[config.mk]
export PLATFORM = sky130hd
export DESIGN_NAME = bit_deserializer
export DESIGN_NICKNAME = d
export VERILOG_FILES = /design/src/rtl/bit_deserializer.sv
export SDC_FILE = /design/constraint.sdc
export NUM_CORES = 1
export LEC_CHECK = 0
export ABC_AREA = 0
export CAP_MARGIN = 20
export CORE_MARGIN = 2
export CORE_UTILIZATION = 50
export CTS_BUF_LIST = sky130_fd_sc_hd__clkbuf_8 sky130_fd_sc_hd__clkbuf_16
export CTS_CLUSTER_DIAMETER = 80
export DETAILED_ROUTE_END_ITERATION = 10
export HOLD_SLACK_MARGIN = 0.06
export PLACE_DENSITY = 0.88
export SYNTH_ARGS = -nofsm -noshare
export SYNTH_HDL_FRONTEND = slang
export SYNTH_SLANG_ARGS = --single-unit
[constraint.sdc]
create_clock -name clk -period 2.8 [get_ports clk]
set_clock_uncertainty 0.1 [all_clocks]
set_input_delay 0.84 -clock clk [delete_from_list [all_inputs] [get_ports clk]]
set_output_delay 0.84 -clock clk [all_outputs]
set_load 0.05 [all_outputs]
[src/rtl/bit_deserializer.sv]
// rtl/bit_deserializer.sv - serial-to-parallel word collector with valid/ready output and sticky overflow
// Optional parity register enabled by defining BIT_DESER_PARITY_EN.
module bit_deserializer #(
  parameter int WIDTH     = 8,
  parameter bit MSB_FIRST = 1'b1,
  localparam int CW       = $clog2(WIDTH)
) (
  input  logic             clk,
  input  logic             rst,
  input  logic             ena,
  input  logic             din,
  input  logic             sync_clr,
  output logic [WIDTH-1:0] word,
  output logic             word_valid,
  input  logic             word_ready,
  output logic [CW-1:0]    bit_count,
  output logic             overflow,
  input  logic             clr_ovf
`ifdef BIT_DESER_PARITY_EN
  ,
  output logic             parity
`endif
);

  typedef enum logic {EMPTY = 1'b0, FULL = 1'b1} state_e;

  state_e           state_q, state_d;
  logic [WIDTH-2:0] sreg_q, sreg_d;
  logic [CW-1:0]    bit_count_q, bit_count_d;
  logic [WIDTH-1:0] word_q, word_d;
  logic             overflow_q, overflow_d;

  logic             accept, last_bit, complete, load, drop;
  logic [WIDTH-1:0] full_word;

  assign accept    = ena & ~sync_clr;
  assign last_bit  = (bit_count_q == CW'(WIDTH - 1));
  assign complete  = accept & last_bit;
  assign full_word = MSB_FIRST ? {sreg_q, din} : {din, sreg_q};
  assign load      = complete & ((state_q == EMPTY) | word_ready);
  assign drop      = complete & (state_q == FULL) & ~word_ready;

  always_ff @(posedge clk or posedge rst) begin
    if (rst) begin
      state_q <= EMPTY;
    end else begin
      state_q <= state_d;
    end
  end

  always_comb begin
    state_d = state_q;
    case (state_q)
      EMPTY:   if (complete) state_d = FULL;
      FULL:    if (word_ready && !complete) state_d = EMPTY;
      default: state_d = EMPTY;
    endcase
  end

  always_comb begin
    word_valid = (state_q == FULL);
  end

  // sreg restarts from zero after each completed word so stale bits never leak.
  always_comb begin
    sreg_d      = sreg_q;
    bit_count_d = bit_count_q;
    word_d      = word_q;
    overflow_d  = drop | (overflow_q & ~clr_ovf);
    if (sync_clr) begin
      sreg_d      = '0;
      bit_count_d = '0;
    end else if (accept) begin
      if (last_bit) begin
        sreg_d      = '0;
        bit_count_d = '0;
      end else begin
        sreg_d      = MSB_FIRST ? full_word[WIDTH-2:0] : full_word[WIDTH-1:1];
        bit_count_d = bit_count_q + CW'(1);
      end
    end
    if (load) word_d = full_word;
  end

  always_ff @(posedge clk or posedge rst) begin
    if (rst) begin
      sreg_q      <= '0;
      bit_count_q <= '0;
      word_q      <= '0;
      overflow_q  <= 1'b0;
    end else begin
      sreg_q      <= sreg_d;
      bit_count_q <= bit_count_d;
      word_q      <= word_d;
      overflow_q  <= overflow_d;
    end
  end

`ifdef BIT_DESER_PARITY_EN
  logic parity_q;

  always_ff @(posedge clk or posedge rst) begin
    if (rst) begin
      parity_q <= 1'b0;
    end else if (load) begin
      parity_q <= ^full_word;
    end
  end

  assign parity = parity_q;
`endif

  assign word      = word_q;
  assign bit_count = bit_count_q;
  assign overflow  = overflow_q;

endmodule

==> out/results.ini <==
[outcome]
status = finished, final reports clean

[cts]
numCtsBuffers = 3
insertion_delay_ns = 0.25
cts_resized = 0
h-tree-depth = 1
cts_tree = yes
cts_sinks = 20
cts_buffer_depth = 2
cts_setup_buffers = 0
cts_root_buf = clkbuf_8
postCtsHoldBufs = 0
clkTransAtPathRegs_ns = 0.07

[global_route]
grt_first_pass_wirelength_mm = 2.68
overflow = 0
grt_pass1_vias = 612
grt_max_degree = 21
track_usage_pct = 18.9
antenna_found_initial = 0

[route]
wirelength_mm = 1.49
dr.pass1.iters = 3
num_vias = 586
drt_iter0_drc = 8
via_per_inst = 5.58
ant_nets = 0
avgRoutedWirePerCell_um = 14.2
drc = 0

[setup_path]
cp_slowest_cell = clkdlybuf4s50_1
r2r_cells = 5
cp-start-kind = flop
worstReg2RegEnd = word[5]$_DFFE_PP0P_
path_class = reg2out
cp_top_family = buffers and inverters
required_ns = 1.86
path_cells = clkdlybuf4s50_1
max_stage_delay_ns = 0.82
r2r_slack_ns = 0.79
rr_startpoint = bit_count[0]$_DFFE_PP0P_
cp.arrival_ns = 1.46
path_max_fanout = 4
path_buf_inv = 1
crit_path_end_kind = output pin

[synthesis]
yosysSeqAreaShare_pct = 58.1
synth_top_area_share_pct = 58.1
ys.flop_type = dfrtp_1
synth_cells = 69
avgSynthCellArea_um2 = 12.5
synth.distinct_cells = 16
netlist.top_cell.by_area = dfrtp_1
synth_most_common_cell = dfrtp_1
synth_common_cells = dfrtp_1 (20), mux2_2 (8), nand2b_1 (8)
yosys_warnings = 0
ys_async_sr_fraction_pct = 100
syn_nets = 78
synth_area_um2 = 861
synth_top_cells_by_area = dfrtp_1 (58%), mux2_2 (10%), nand3b_1 (6.1%)
ys_seq_elements = 20
synth-edff-count = 0

[floorplan]
die_w_um = 45.5
die_y_um = 45.5
rows = 14
pin_count = 20
initial_utilization_pct = 55.2
die_area_um2 = 2070
coreArea_um2 = 1560

[sta]
min_period_ns = 2.40
tightest_slew_ns = 0.716
hold_violations = 0
finalSetupViolations = 0
slew_headroom_pct = 52.2
slew_viol_final = 0
final.setup.tns_ns = 0
fmax_ghz = 0.417
finalCritPeriodShare_pct = 85.6
rsz0062_at_grt = false

[job]
maxCapViolCount = 0

[place]
portBuffers = 19
hpwl_mm = 1.05
gp_congestion = 0.684

[pwr]
peakVddDrop_mv = 0.375
fin_total_pwr_w = 0.000526
p_leak_nw = 0.514
power_density_nw_per_um2 = 477

[final_layout]
synthToLayoutAreaGrowth_pct = 28.1
final_nets = 100
drive_gt1_share_pct = 16.9
final.fill_count = 120
n_antenna_cell = 0
utilization_pct = 70.7

[hold_path]
whs_endpoint = word[3]$_DFFE_PP0P_
hold_start = word[3]$_DFFE_PP0P_
worstHoldPathCells = 1
hold_class = reg2reg

cells in the final DEF (no fill, tap or decap):
master and n:
inv_1 2, buf_4 2, nor2b_2 1, dfrtp_1 20
mux2i_1 3, nand3b_1 7, mux2_2 8, ha_1 2
o22ai_1 1, nand2b_1 8, nand3b_2 1, clkdlybuf4s50_1 19
clkbuf_8 3, nor2_1 4, a21oi_1 7, nand2_1 1
cell families after synthesis:
| logic type | share of synthesized area, % |
|---|---|
| AOI/OAI and AO/OA | 4.80 |
| adders and majority gates | 2.91 |
| buffers and inverters | 3.78 |
| DFF | 58.1 |
| muxes | 14.0 |
| and+or+nand+nor | 16.4 |
sequential cells by signal, summed over array words and instances (netlist names):
register / count
word_valid: 1
sreg_q: 7
word: 8
bit_count: 3
overflow: 1
stage by stage:
step | hold WS, ns | setup WS (ns) | cell area, µm² | std cells
2_1_floorplan | 0.380 | 0.785 | 861 | 69
3_3_place_gp | 0.390 | 0.334 | 1060 | 102
3_5_place_dp | 0.394 | 0.288 | 1060 | 102
4_1_cts | 0.410 | 0.389 | 1100 | 105
5_1_grt | 0.433 | 0.354 | 1100 | 105
6_report | 0.409 | 0.402 | 1100 | 105
metal layers:
| metal | vias up | GRT usage [%] | share of wire (%) |
|---|---|---|---|
| met2 | 20 | 30.7 | 49 |
| met5 | - | 0 | 0 |
| met1 | 289 | 22.8 | 43 |
| met3 | 5 | 4.37 | 4.9 |
| met4 | 0 | 10.6 | 2.8 |
| li1 | 272 | - | - |
worst max-delay path by stage:
stage,endpoint,slack [ns],depth (start not counted),start
finish,bit_count[0],0.40,1,bit_count[0]$_DFFE_PP0P_
global route,bit_count[0],0.35,1,bit_count[0]$_DFFE_PP0P_
CTS,bit_count[0],0.39,1,bit_count[0]$_DFFE_PP0P_
detailed placement,word[5]$_DFFE_PP0P_,0.29,4,sync_clr
global placement,word[1]$_DFFE_PP0P_,0.33,4,sync_clr
floorplan,word[0]$_DFFE_PP0P_,0.78,6,bit_count[0]$_DFFE_PP0P_
cell type report:
| cell class | instances | area (µm²) | area share, % |
|---|---|---|---|
| multi-input combinational | 43 | 328 | 29.7 |
| sequential | 20 | 500 | 45.4 |
| clock buffer | 3 | 41.3 | 3.75 |
| inverter | 2 | 7.51 | 0.681 |
| timing repair buffer | 21 | 205 | 18.6 |
| tap | 16 | 20.0 | 1.82 |
power breakdown:
group	internal, W	total [W]	switching, W	leakage (nW)
Sequential	0.000293	0.000297	0.00000361	0.277
Clock	0.0000956	0.000181	0.0000852	0.0216
Combinational	0.0000209	0.0000484	0.0000275	0.215
Note: power is estimated with default switching activity, not from simulation.
